## config.mk

```make
export PLATFORM = sky130hd
export DESIGN_NAME = uart_tx_fifo_flat
export DESIGN_NICKNAME = d
export VERILOG_FILES = /design/src/rtl/uart_tx_fifo_if.sv /design/src/rtl/uart_tx_fifo.sv /design/src/flat_wrapper.sv
export SDC_FILE = /design/constraint.sdc
export NUM_CORES = 1
export LEC_CHECK = 0
export ABC_CLOCK_PERIOD_IN_PS = 3960
export BUFFER_PORTS_ARGS = -buffer_cell sky130_fd_sc_hd__buf_4
export CORE_UTILIZATION = 40
export DETAILED_ROUTE_END_ITERATION = 8
export HOLD_SLACK_MARGIN = 0.08
export PLACE_DENSITY = 0.66
export SLEW_MARGIN = 0
export SYNTH_ARGS = -nofsm -noshare
export SYNTH_HDL_FRONTEND = slang
export SYNTH_SLANG_ARGS = --single-unit
```

## constraint.sdc

```tcl
create_clock -name clk -period 3.96 [get_ports clk]
set_input_delay 0.792 -clock clk [delete_from_list [all_inputs] [get_ports clk]]
set_output_delay 0.792 -clock clk [all_outputs]
set_load 0.02 [all_outputs]
```

## src/rtl/uart_tx_fifo_if.sv

```systemverilog
// Write-side handshake and FIFO status for the buffered UART transmitter.
// master drives pushes; slave is the transmitter itself.
interface uart_tx_fifo_if #(
  parameter int unsigned FIFO_DEPTH = 16
);
  localparam int unsigned ADDR_W = $clog2(FIFO_DEPTH);

  logic            wr_en;
  logic [7:0]      wr_data;
  logic            full;
  logic            empty;
  logic [ADDR_W:0] count;
  logic            overflow;

  modport master (
    output wr_en, wr_data,
    input  full, empty, count, overflow
  );

  modport slave (
    input  wr_en, wr_data,
    output full, empty, count, overflow
  );
endinterface

```

## src/rtl/uart_tx_fifo.sv

```systemverilog
// Buffered 8N1 UART transmitter: a circular byte FIFO feeding a bit serializer
// that sends queued bytes back-to-back at DELAY_FRAMES clocks per bit.
module uart_tx_fifo #(
  parameter int unsigned DELAY_FRAMES = 234,
  parameter int unsigned FIFO_DEPTH   = 16,
  localparam int unsigned ADDR_W      = $clog2(FIFO_DEPTH)
) (
  input  logic           clk,
  input  logic           rst_n,
  uart_tx_fifo_if.slave  bus,
  output logic           busy_o,
  output logic           uart_tx_o
);

  localparam int unsigned CycW = (DELAY_FRAMES > 2) ? $clog2(DELAY_FRAMES) : 1;
  localparam logic [CycW-1:0] CycLast  = CycW'(DELAY_FRAMES - 1);
  localparam logic [ADDR_W:0] DepthCnt = (ADDR_W + 1)'(FIFO_DEPTH);

  typedef enum logic [1:0] {StIdle, StStart, StData, StStop} state_e;

  logic [7:0]        mem_q [FIFO_DEPTH];
  logic [ADDR_W-1:0] wr_ptr_q, rd_ptr_q;
  logic [ADDR_W:0]   count_q, count_d;
  logic              overflow_q;

  state_e            state_q;
  logic [CycW-1:0]   cyc_q;
  logic [2:0]        bit_q;
  logic [2:0]        bit_nxt;
  logic [7:0]        shift_q;
  logic              tx_q;

  logic full, empty, push, pop, cyc_last;

  // Status is derived from the registered count only, so a push while full is
  // dropped even when a pop happens on the same edge.
  assign full     = (count_q == DepthCnt);
  assign empty    = (count_q == '0);
  assign push     = bus.wr_en && !full;
  assign cyc_last = (cyc_q == CycLast);
  assign pop      = !empty && ((state_q == StIdle) || ((state_q == StStop) && cyc_last));
  assign bit_nxt  = bit_q + 3'd1;

  always_comb begin
    count_d = count_q;
    unique case ({push, pop})
      2'b10:   count_d = count_q + (ADDR_W + 1)'(1);
      2'b01:   count_d = count_q - (ADDR_W + 1)'(1);
      default: count_d = count_q;
    endcase
  end

  always_ff @(posedge clk) begin
    if (push) mem_q[wr_ptr_q] <= bus.wr_data;
  end

  always_ff @(posedge clk or negedge rst_n) begin
    if (!rst_n) begin
      wr_ptr_q   <= '0;
      rd_ptr_q   <= '0;
      count_q    <= '0;
      overflow_q <= 1'b0;
    end else begin
      count_q    <= count_d;
      overflow_q <= bus.wr_en && full;
      if (push) wr_ptr_q <= wr_ptr_q + ADDR_W'(1);
      if (pop)  rd_ptr_q <= rd_ptr_q + ADDR_W'(1);
    end
  end

  always_ff @(posedge clk or negedge rst_n) begin
    if (!rst_n) begin
      state_q <= StIdle;
      cyc_q   <= '0;
      bit_q   <= '0;
      shift_q <= '0;
      tx_q    <= 1'b1;
    end else begin
      unique case (state_q)
        StIdle: begin
          if (pop) begin
            state_q <= StStart;
            shift_q <= mem_q[rd_ptr_q];
            bit_q   <= '0;
            cyc_q   <= '0;
            tx_q    <= 1'b0;
          end
        end
        StStart: begin
          if (cyc_last) begin
            cyc_q   <= '0;
            state_q <= StData;
            tx_q    <= shift_q[0];
          end else begin
            cyc_q <= cyc_q + CycW'(1);
          end
        end
        StData: begin
          if (cyc_last) begin
            cyc_q <= '0;
            if (bit_q == 3'd7) begin
              state_q <= StStop;
              tx_q    <= 1'b1;
            end else begin
              bit_q <= bit_nxt;
              tx_q  <= shift_q[bit_nxt];
            end
          end else begin
            cyc_q <= cyc_q + CycW'(1);
          end
        end
        StStop: begin
          if (cyc_last) begin
            cyc_q <= '0;
            // Chain straight into the next start bit when more data is queued.
            if (pop) begin
              state_q <= StStart;
              shift_q <= mem_q[rd_ptr_q];
              bit_q   <= '0;
              tx_q    <= 1'b0;
            end else begin
              state_q <= StIdle;
            end
          end else begin
            cyc_q <= cyc_q + CycW'(1);
          end
        end
        default: state_q <= StIdle;
      endcase
    end
  end

  assign bus.full     = full;
  assign bus.empty    = empty;
  assign bus.count    = count_q;
  assign bus.overflow = overflow_q;
  assign busy_o       = (state_q != StIdle);
  assign uart_tx_o    = tx_q;

endmodule

```

## src/flat_wrapper.sv

```systemverilog
// flat-port wrapper written by rule: the top's interface ports become plain ports
module uart_tx_fifo_flat 
#(
  parameter int unsigned DELAY_FRAMES = 234,
  parameter int unsigned FIFO_DEPTH   = 16,
  localparam int unsigned ADDR_W      = $clog2(FIFO_DEPTH)
)
  (clk, rst_n, busy_o, uart_tx_o, bus_wr_en, bus_wr_data, bus_full, bus_empty, bus_count, bus_overflow);
  uart_tx_fifo_if #(.FIFO_DEPTH(FIFO_DEPTH)) bus_i ();
  input  logic clk;
  input  logic rst_n;
  output logic busy_o;
  output logic uart_tx_o;
  input wire logic [$bits(bus_i.wr_en)-1:0] bus_wr_en;
  input wire logic [$bits(bus_i.wr_data)-1:0] bus_wr_data;
  output wire logic [$bits(bus_i.full)-1:0] bus_full;
  output wire logic [$bits(bus_i.empty)-1:0] bus_empty;
  output wire logic [$bits(bus_i.count)-1:0] bus_count;
  output wire logic [$bits(bus_i.overflow)-1:0] bus_overflow;
  assign bus_i.wr_en = bus_wr_en;
  assign bus_i.wr_data = bus_wr_data;
  assign bus_full = bus_i.full;
  assign bus_empty = bus_i.empty;
  assign bus_count = bus_i.count;
  assign bus_overflow = bus_i.overflow;
  uart_tx_fifo #(.DELAY_FRAMES(DELAY_FRAMES), .FIFO_DEPTH(FIFO_DEPTH)) u_core (.clk(clk), .rst_n(rst_n), .bus(bus_i), .busy_o(busy_o), .uart_tx_o(uart_tx_o));
endmodule
```

# [After elaboration in Yosys (flattened, before gate mapping)]
# Memory sizes are Yosys's and may differ from the RTL's.
# Index checks and enable logic that the tools add are counted.
[op_classes] n_reduce_logical=18 order_cmp=1 muxes=29 add_sub_neg=6 eq_ne=14
[op_table] op="2-to-1 mux 8 bit" count=4
[op_table] op="case mux 8 bit (2 select lines)" count=2
[op_table] op="2-to-1 mux 3 bit" count=4
[op_table] op="2-to-1 mux 2 bit" count=5
[op_table] op="inequality test 2 x 1 -> 1 bit, second input constant" count=5
[op_table] op="case mux 5 bit (2 select lines)" count=1
[op_table] op="2-to-1 mux 1 bit" count=9
[op_table] op="case mux 3 bit (3 select lines)" count=1
[op_table] op="adder 4 x 1 -> 4 bit, second input constant" count=2
[op_table] op="adder 8 x 1 -> 8 bit, second input constant" count=1
[op_table] op="equality test 8 bit, second input constant" count=1
[op_table] op="case mux 2 bit (4 select lines)" count=1
[op_table] op="equality test 2 bit, second input constant" count=3
[op_table] op="nonzero test 2 bit" count=3
[op_table] op="adder 5 x 1 -> 5 bit, second input constant" count=1
[op_table] op="equality test 5 bit, second input constant" count=1
[op_table] op="logical NOT 5 bit" count=1
[op_table] op="AND reduction 5 bit" count=1
[op_table] op="subtractor 5 x 1 -> 5 bit, second input constant" count=1
[op_table] op="equality test 2 x 1 -> 1 bit, second input constant" count=2
[op_table] op="logical AND 1 bit" count=4
[op_table] op="less-than comparator 3 x 4 -> 1 bit, second input constant" count=1
[op_table] op="case mux 1 bit (4 select lines)" count=1
[op_table] op="AND reduction 4 bit" count=1
[op_table] op="11 further kinds" count=12
[totals] word_cells=78 n_memories=1 regBits=36 ramBits=128
[memory_table] name="u_core.mem_q" words=16 width=8 rd=1 rd_ports_with_merged_regs=0 wr=1 line_no="uart_tx_fifo.sv:21" rtl="logic [7:0] mem_q [FIFO_DEPTH];"

# [Longest topological paths before layout]
# Gate-level depths: netlist of run 1.
[depth] word_depth=7 ltp_mapped=14

# [Least setup slack after synthesis of run 1]
# No wires, ideal clock.
[synth_path] kind="flip-flop to flip-flop" startpoint="register u_core.count_q[2], in the netlist u_core.bus.count[2]" endpoint="register u_core.count_q[4], in the netlist u_core.bus.count[4]" setup_ns=0.136 stages_incl_launch_ff=12 t_required_ns=3.824 arrival_ns=2.947 path_buffers=2 setup_slack_ns=0.877 synth_period_minus_slack_ns=3.083 path_cell_list="dfrtp_1 buf_6 or4_4 nor2_4 nor2_1 ha_1 clkbuf_1 xor2_1 ha_1 o41ai_1 o311ai_0 xnor2_1"
[synth_between] elab_chain_len=5
[synth_rtl] item="start, declared" line_no="uart_tx_fifo.sv:23" rtl="logic [ADDR_W:0] count_q, count_d;"
[synth_rtl] item="start signal, assigned" line_no="uart_tx_fifo.sv:64" rtl="count_q <= count_d;"
[synth_rtl] item="logical NOT 5 bit (*)" line_no="uart_tx_fifo.sv:38" rtl="assign empty = (count_q == '0);"
[synth_rtl] item="named net bus_empty" line_no="flat_wrapper.sv:17" rtl="output wire logic [$bits(bus_i.empty)-1:0] bus_empty;"
[synth_rtl] item="logical NOT 1 bit (*)" line_no="uart_tx_fifo.sv:41" rtl="assign pop = !empty && ((state_q == StIdle) || ((state_q == StStop) && cyc_last));"
[synth_rtl] item="logical AND 1 bit (*)" line_no="uart_tx_fifo.sv:41"
[synth_rtl] item="named net u_core.pop" line_no="uart_tx_fifo.sv:33" rtl="logic full, empty, push, pop, cyc_last;"
[synth_rtl] item="equality test 2 x 1 -> 1 bit / equality test 2 bit (equally long branches)" line_no="uart_tx_fifo.sv:46" rtl="unique case ({push, pop})"
[synth_rtl] item="case mux 5 bit (2 select lines) / nonzero test 2 bit (equally long branches)"
# The timed path passes the listed nets; every way through them passes the cells marked *.
# A chain may end at the register's enable or synchronous reset.

# [Worst setup path in the final report of run 1]
[layout_path] startpoint="register u_core.state_q[0]" endpoint="register u_core.count_q[4], in the netlist u_core.bus.count[4]"
[layout_between] elab_chain_len=6
[layout_rtl] item="start, declared" line_no="uart_tx_fifo.sv:26" rtl="state_e state_q;"
[layout_rtl] item="start signal, assigned" line_no="uart_tx_fifo.sv:73" rtl="state_q <= StIdle;"
[layout_rtl] item="start signal, assigned" line_no="uart_tx_fifo.sv:82" rtl="state_q <= StStart;"
[layout_rtl] item="start signal, assigned" line_no="uart_tx_fifo.sv:92" rtl="state_q <= StData;"
[layout_rtl] item="equality test 2 bit" line_no="uart_tx_fifo.sv:41"
[layout_rtl] item="logical AND 1 bit" line_no="uart_tx_fifo.sv:41"
[layout_rtl] item="logical OR 1 bit (*)" line_no="uart_tx_fifo.sv:41"
[layout_rtl] item="logical AND 1 bit (*)" line_no="uart_tx_fifo.sv:41"
[layout_rtl] item="named net u_core.pop" line_no="uart_tx_fifo.sv:33"
[layout_rtl] item="equality test 2 x 1 -> 1 bit / equality test 2 bit (equally long branches)" line_no="uart_tx_fifo.sv:46"
[layout_rtl] item="case mux 5 bit (2 select lines) / nonzero test 2 bit (equally long branches)"
# Marked as above.

==> results.md, run 1 <==
- Max cap viols: 0
- Switching share of power: 0.335
- Via count: 3731
- Share of cells above drive strength 1: 0.225
- Worst Tran Pin Value: 0.893 ns
- H-tree depth: 4
- Min-Delay Path Class: in2async
- Post CTS Setup Buffer Count: 0
- Critical Path Fanout Max: 10
- Setup TNS: 0 ns
- Share of total power in the clock network: 0.282
- Yosys top cell area share: 0.554
- # IOs: 21
- Number of synthesized flops with an enable pin: 128
- DP Wirelength: 8.70 mm
- Die area: 17900 µm²
- Slew Limit Fails: 0
- Mapped Cells: 415
- Worst Path Required: 4.25 ns
- Filler cell count in the final layout: 1424
- Internal: 3.84 mW
- Via density: 5.54
- Register area: 4750 µm²
- FP Rows: 47
- ANT nets after route: 0
- Leakage: 2.83 nW
- Multi-input gate area: 2060 µm²
- VDD IR max: 0.422 mV
- Vias in the first global route: 3813
- Final Setup Violations: 0
- Top-count cell post-synth: edfxtp_1
- Initial Util: 0.414
- Final period util: 0.873
- Number of synthesis warnings: 0
- Clock Tree Buf Depth: 2
- Starting DRT DRC Count: 319
- Overflow after GRT: 0
- Cts hold-fix bufs: 0
- Synth top cells by count: edfxtp_1 (128), dfrtp_1 (35), mux4_2 (34), nor2_1 (22)
- Synth-to-layout area growth: 14.1%
- RSZ-0062 raised after global routing: false
- Cell Pwr Density: 730 nW/µm²
- Comb pwr share: 0.295
- CTS-repair resized insts: 0
- Die H: 134 µm
- Clk Latency, worst-skew pair: 0.43 ns
- Area contributors post-synth: edfxtp_1 (55%), dfrtp_1 (13%), mux4_2 (11%), ha_1 (2.9%), a22oi_1 (1.7%)
- Mapped Area: 6940 µm²
- First-pass GRT wire length: 21.5 mm
- Area leader, netlist: edfxtp_1
- Port Buf Inserts: 20
- Worst setup SP type: register
- Status: complete, no violations
- Clk pin slew, worst setup/hold paths: 0.07 ns
- Clock Sink Count: 164
- Die width: 134 µm
- WL/cell: 19.9 µm
- Synthesized area per cell: 16.7 µm²
- All-layer global routing usage: 0.165
- Crit path time final: 3.46 ns
- Post-synthesis sequential area ratio: 0.684
- Nets: 468
- Count of different cell masters after synthesis: 59
- Final hold vios: 0
- Total Wirelength: 13.4 mm
- Max-Slew Margin vs Limit: 0.405
- Diodes inserted: 0
- Worst Setup End Kind: register
- Core Footprint: 16800 µm²
- Initial antenna violation count: 0
- Gp weighted congestion: 0.852
- Num CTS Buffers: 17
- Max Fclk: 0.289 GHz
- Root Buffer Master: clkbuf_16
- Share of power burned in registers: 0.423
- Psw: 1.94 mW
- Total chip power: 5.78 mW
- Largest net degree at the start of global routing: 37
- FF+latch count, synth: 164
- Drt pass-1 iters: 4
- CTS tree: yes
- Worst EP arrival: 3.75 ns
- Worst Skew: 0.0103 ns
- Synth Flop Type: edfxtp_1
- Post-synth ARST share: 0.220
- Crit path kind: reg2reg
- Syn nets: 442
- Drt drc: 0
[layout by cell type (no fill, tap or decap), types with 2 or more instances in the layout]
cell type and instances:
mux4_2 34, nand3b_1 2, o21bai_1 2, clkinv_1 2, and3_1 6, nor2_1 22, a21o_1 10, nand4_1 2
clkinv_8 3, inv_1 8, buf_4 27, xor2_1 5, nand2b_1 6, and2_1 2, a22o_1 5, o22ai_1 3
clkinv_4 6, clkbuf_16 17, xnor2_1 7, a22oi_1 16, mux2_2 3, nor2b_1 3, dfrtp_1 34, edfxtp_1 128
nand2_1 16, o21ai_0 11, ha_1 16, nor4_1 2, and4b_1 2, nor3_1 6, inv_6 2, a31oi_1 2
a21oi_1 15, inv_8 2
[layer usage]
metal / vias to the layer above / GRT usage / share of wire / wire, µm
met3: 17 / 0.0407 / 0.046 / 623
met4: 0 / 0.0505 / 0.013 / 170
met5: - / 0 / 0 / 0
met2: 95 / 0.258 / 0.49 / 6540
li1: 1690 / - / - / -
met1: 1929 / 0.229 / 0.45 / 6080
[state kept, by name (all words and copies together), names as in the netlist, 2 cells and up]
name              count
u_core.mem_q        128
u_core.cyc_q          8
u_core.shift_q        8
u_core.bus.count      5
u_core.rd_ptr_q       4
u_core.wr_ptr_q       4
u_core.bit_q          3
u_core.state_q        2
[through the flow]
stage	cells	utilization	area [µm²]	worst slack, ns	hold WS (ns)
after floorplan	415	-	6940	0.877	0.444
after detailed placement	642	0.437	7320	0.692	0.466
after global routing	674	0.473	7920	0.253	0.349
final	674	0.473	7920	0.505	0.318
after CTS	674	0.473	7920	0.567	0.323
after global placement	642	0.437	7320	0.822	0.458
[final timing paths]
check	to	slack, ns	start	depth (start not counted)
max	u_core.bus.count[4]	0.50	u_core.state_q[0]	10
min	u_core.bus.overflow	0.32	rst_n	1
max reg2reg	u_core.bus.count[4]	0.50	u_core.state_q[0]	10
min reg2reg	u_core.shift_q[6]	0.48	u_core.shift_q[6]	1
max in group asynchronous	u_core.uart_tx_o	3.27	rst_n	1
min in group clk	u_core.shift_q[6]	0.48	u_core.shift_q[6]	1
[final cells by class]
cell class,count,share of cell area
clock buffers,17,0.0537
clock inverters,15,0.0221
flip-flops and latches,164,0.599
inverters,9,0.00426
well taps,220,0.0347
repair buffers,27,0.0256
multi-input cells,222,0.260
[critical path: stages, from the launching register on]
cell and delay [ns]:
dfrtp_1 0.44, ha_1 0.29, and4b_1 0.21, a21oi_1 0.49, nor2_1 0.27, ha_1 0.39
xor2_1 0.20, ha_1 0.27, o41ai_1 0.35, o311ai_0 0.23, xnor2_1 0.18
[power by group through the flow]
stage / registers (mW) / logic (mW) / clock network (mW)
final: 2.44 / 1.71 / 1.63
after global routing: 2.49 / 1.88 / 1.74
after detailed placement: 2.48 / 1.72 / 0
after global placement: 2.46 / 1.68 / 0
after CTS: 2.45 / 1.73 / 1.66
after floorplan: 2.32 / 1.38 / 0
[logic make-up (layout without fill, tap and decap cells)]
logic type,Yosys count,after routing,synth area share
buffers and inverters,29,68,0.0193
and+or+nand+nor,81,81,0.0631
adders and majority gates,16,16,0.0288
DFF,164,164,0.684
muxes,38,38,0.117
xor gates and xnor gates,12,12,0.0151
AOI/OAI and AO/OA,75,75,0.0734
(Power assumes the default switching activity.)
==> run 2: changes to the inputs <==
--- a/config.mk
+++ b/config.mk
@@ -7,10 +7,14 @@
 export LEC_CHECK = 0
 export ABC_CLOCK_PERIOD_IN_PS = 3960
 export BUFFER_PORTS_ARGS = -buffer_cell sky130_fd_sc_hd__buf_4
+export CELL_PAD_IN_SITES_DETAIL_PLACEMENT = 0
+export CELL_PAD_IN_SITES_GLOBAL_PLACEMENT = 2
+export CORE_MARGIN = 2
 export CORE_UTILIZATION = 40
 export DETAILED_ROUTE_END_ITERATION = 8
 export HOLD_SLACK_MARGIN = 0.08
-export PLACE_DENSITY = 0.66
+export MAX_ROUTING_LAYER = met4
+export PLACE_DENSITY = 0.8
 export SLEW_MARGIN = 0
 export SYNTH_ARGS = -nofsm -noshare
 export SYNTH_HDL_FRONTEND = slang
==> results.md, run 2 (synthesis results as in run 1) <==
- Clk Latency, worst-skew pair: 0.43 ns
- Top flop regs: u_core.mem_q (128), u_core.cyc_q (8), u_core.shift_q (8)
- Status: complete, no violations
- Nets: 467
- VDD IR max: 0.376 mV
- Worst Path Required: 4.27 ns
- Core Footprint: 17100 µm²
- Synth-to-layout area growth: 14.2%
- Clk pin slew, worst setup/hold paths: 0.07 ns
- Via count: 3764
- Starting DRT DRC Count: 237
- Max cap viols: 0
- Clock Sink Count: 164
- Initial antenna violation count: 0
- Port Buf Inserts: 20
- Final hold vios: 0
- Initial Util: 0.406
- DP Wirelength: 8.78 mm
- Via density: 5.55
- # IOs: 21
- H-tree depth: 4
- Cts hold-fix bufs: 0
- Final period util: 0.846
- Commonest non-fill, non-tap cells in the layout: edfxtp_1 (128), mux4_2 (34), dfrtp_1 (33)
- Largest net degree at the start of global routing: 37
- Crit path kind: reg2reg
- Diodes inserted: 0
- Leakage: 2.83 nW
- Drt pass-1 iters: 5
- Worst Setup End Kind: register
- Largest register by flop count: u_core.mem_q
- Critical Path Fanout Max: 10
- Max-Slew Margin vs Limit: 0.369
- Vias in the first global route: 3984
- Die H: 136 µm
- Overflow after GRT: 0
- CTS-repair resized insts: 0
- Gp weighted congestion: 0.799
- DP Cell Count: 646
- Max FFs per register: 128
- Worst Tran Pin Value: 0.943 ns
- Worst setup SP type: register
- CTS tree: yes
- Die width: 136 µm
- Commonest non-fill, non-tap cell in the layout: edfxtp_1
- Die area: 18400 µm²
- Drt drc: 0
- Share of cells above drive strength 1: 0.227
- Filler cell count in the final layout: 1452
- Clock Tree Buf Depth: 2
- All-layer global routing usage: 0.171
- Num CTS Buffers: 17
- Root Buffer Master: clkbuf_16
- Setup TNS: 0 ns
- FP Rows: 48
- Cell Pwr Density: 734 nW/µm²
- WL/cell: 20.7 µm
- Max Fclk: 0.298 GHz
- Min-Delay Path Class: in2async
- Worst Skew: 0.0170 ns
- Final Util: 0.463
- Crit path time final: 3.35 ns
- Total Wirelength: 14.1 mm
- RSZ-0062 raised after global routing: false
- Worst EP arrival: 3.66 ns
- ANT nets after route: 0
- Hold Slack: 0.307 ns
- Non-Filler Instances: 678
- Final Setup Violations: 0
- Slew Limit Fails: 0
- Post CTS Setup Buffer Count: 0
- First-pass GRT wire length: 22.3 mm
run 2: layer usage:
layer,global-route usage,vias up,wire (µm)
li1,-,1693,-
met1,0.208,1954,6010
met2,0.280,94,7230
met3,0.0348,23,506
met4,0.0723,0,323
met5,-,-,0
run 2: path summary, 6_finish.rpt:
check | cells past startpoint | start | slack (ns) | end
worst max register to register | 10 | u_core.state_q[0] | 0.61 | u_core.bus.count[4]
worst min register to register | 1 | u_core.shift_q[1] | 0.48 | u_core.shift_q[1]
worst min-delay path | 1 | rst_n | 0.31 | u_core.bus.count[3]
worst max-delay path | 10 | u_core.state_q[0] | 0.61 | u_core.bus.count[4]
max in group asynchronous | 1 | rst_n | 3.28 | u_core.uart_tx_o
min in group clk | 1 | u_core.shift_q[1] | 0.48 | u_core.shift_q[1]
run 2: power by group:
group          switching (mW)  internal, mW
clock network           0.761         0.906
logic                   0.878         0.800
registers               0.336          2.14
run 2: through the flow:
step                      power (mW)  area, µm²  worst slack [ns]
after floorplan                 3.71       6940             0.877
after global placement          4.14       7320             0.738
after detailed placement        4.20       7320             0.597
after CTS                       5.87       7930             0.604
after global routing            6.14       7930             0.324
final                           5.82       7930             0.608
run 2: final cells by class:
type	count	area [µm²]	area share
tap	225	282	0.0355
inverter	9	33.8	0.00426
clock inverter	15	179	0.0226
sequential	164	4750	0.599
clock buffer	17	425	0.0537
multi-input combinational	222	2060	0.260
timing repair buffer	26	195	0.0246
run 2: worst max-delay path, stage by stage, from the launching register on:
cell and delay [ns]:
dfrtp_1 0.45, ha_1 0.29, and4b_1 0.21, a21oi_1 0.50, nor2_1 0.26, ha_1 0.39, xor2_1 0.21, ha_1 0.26
o41ai_1 0.31, o311ai_0 0.18, xnor2_1 0.17
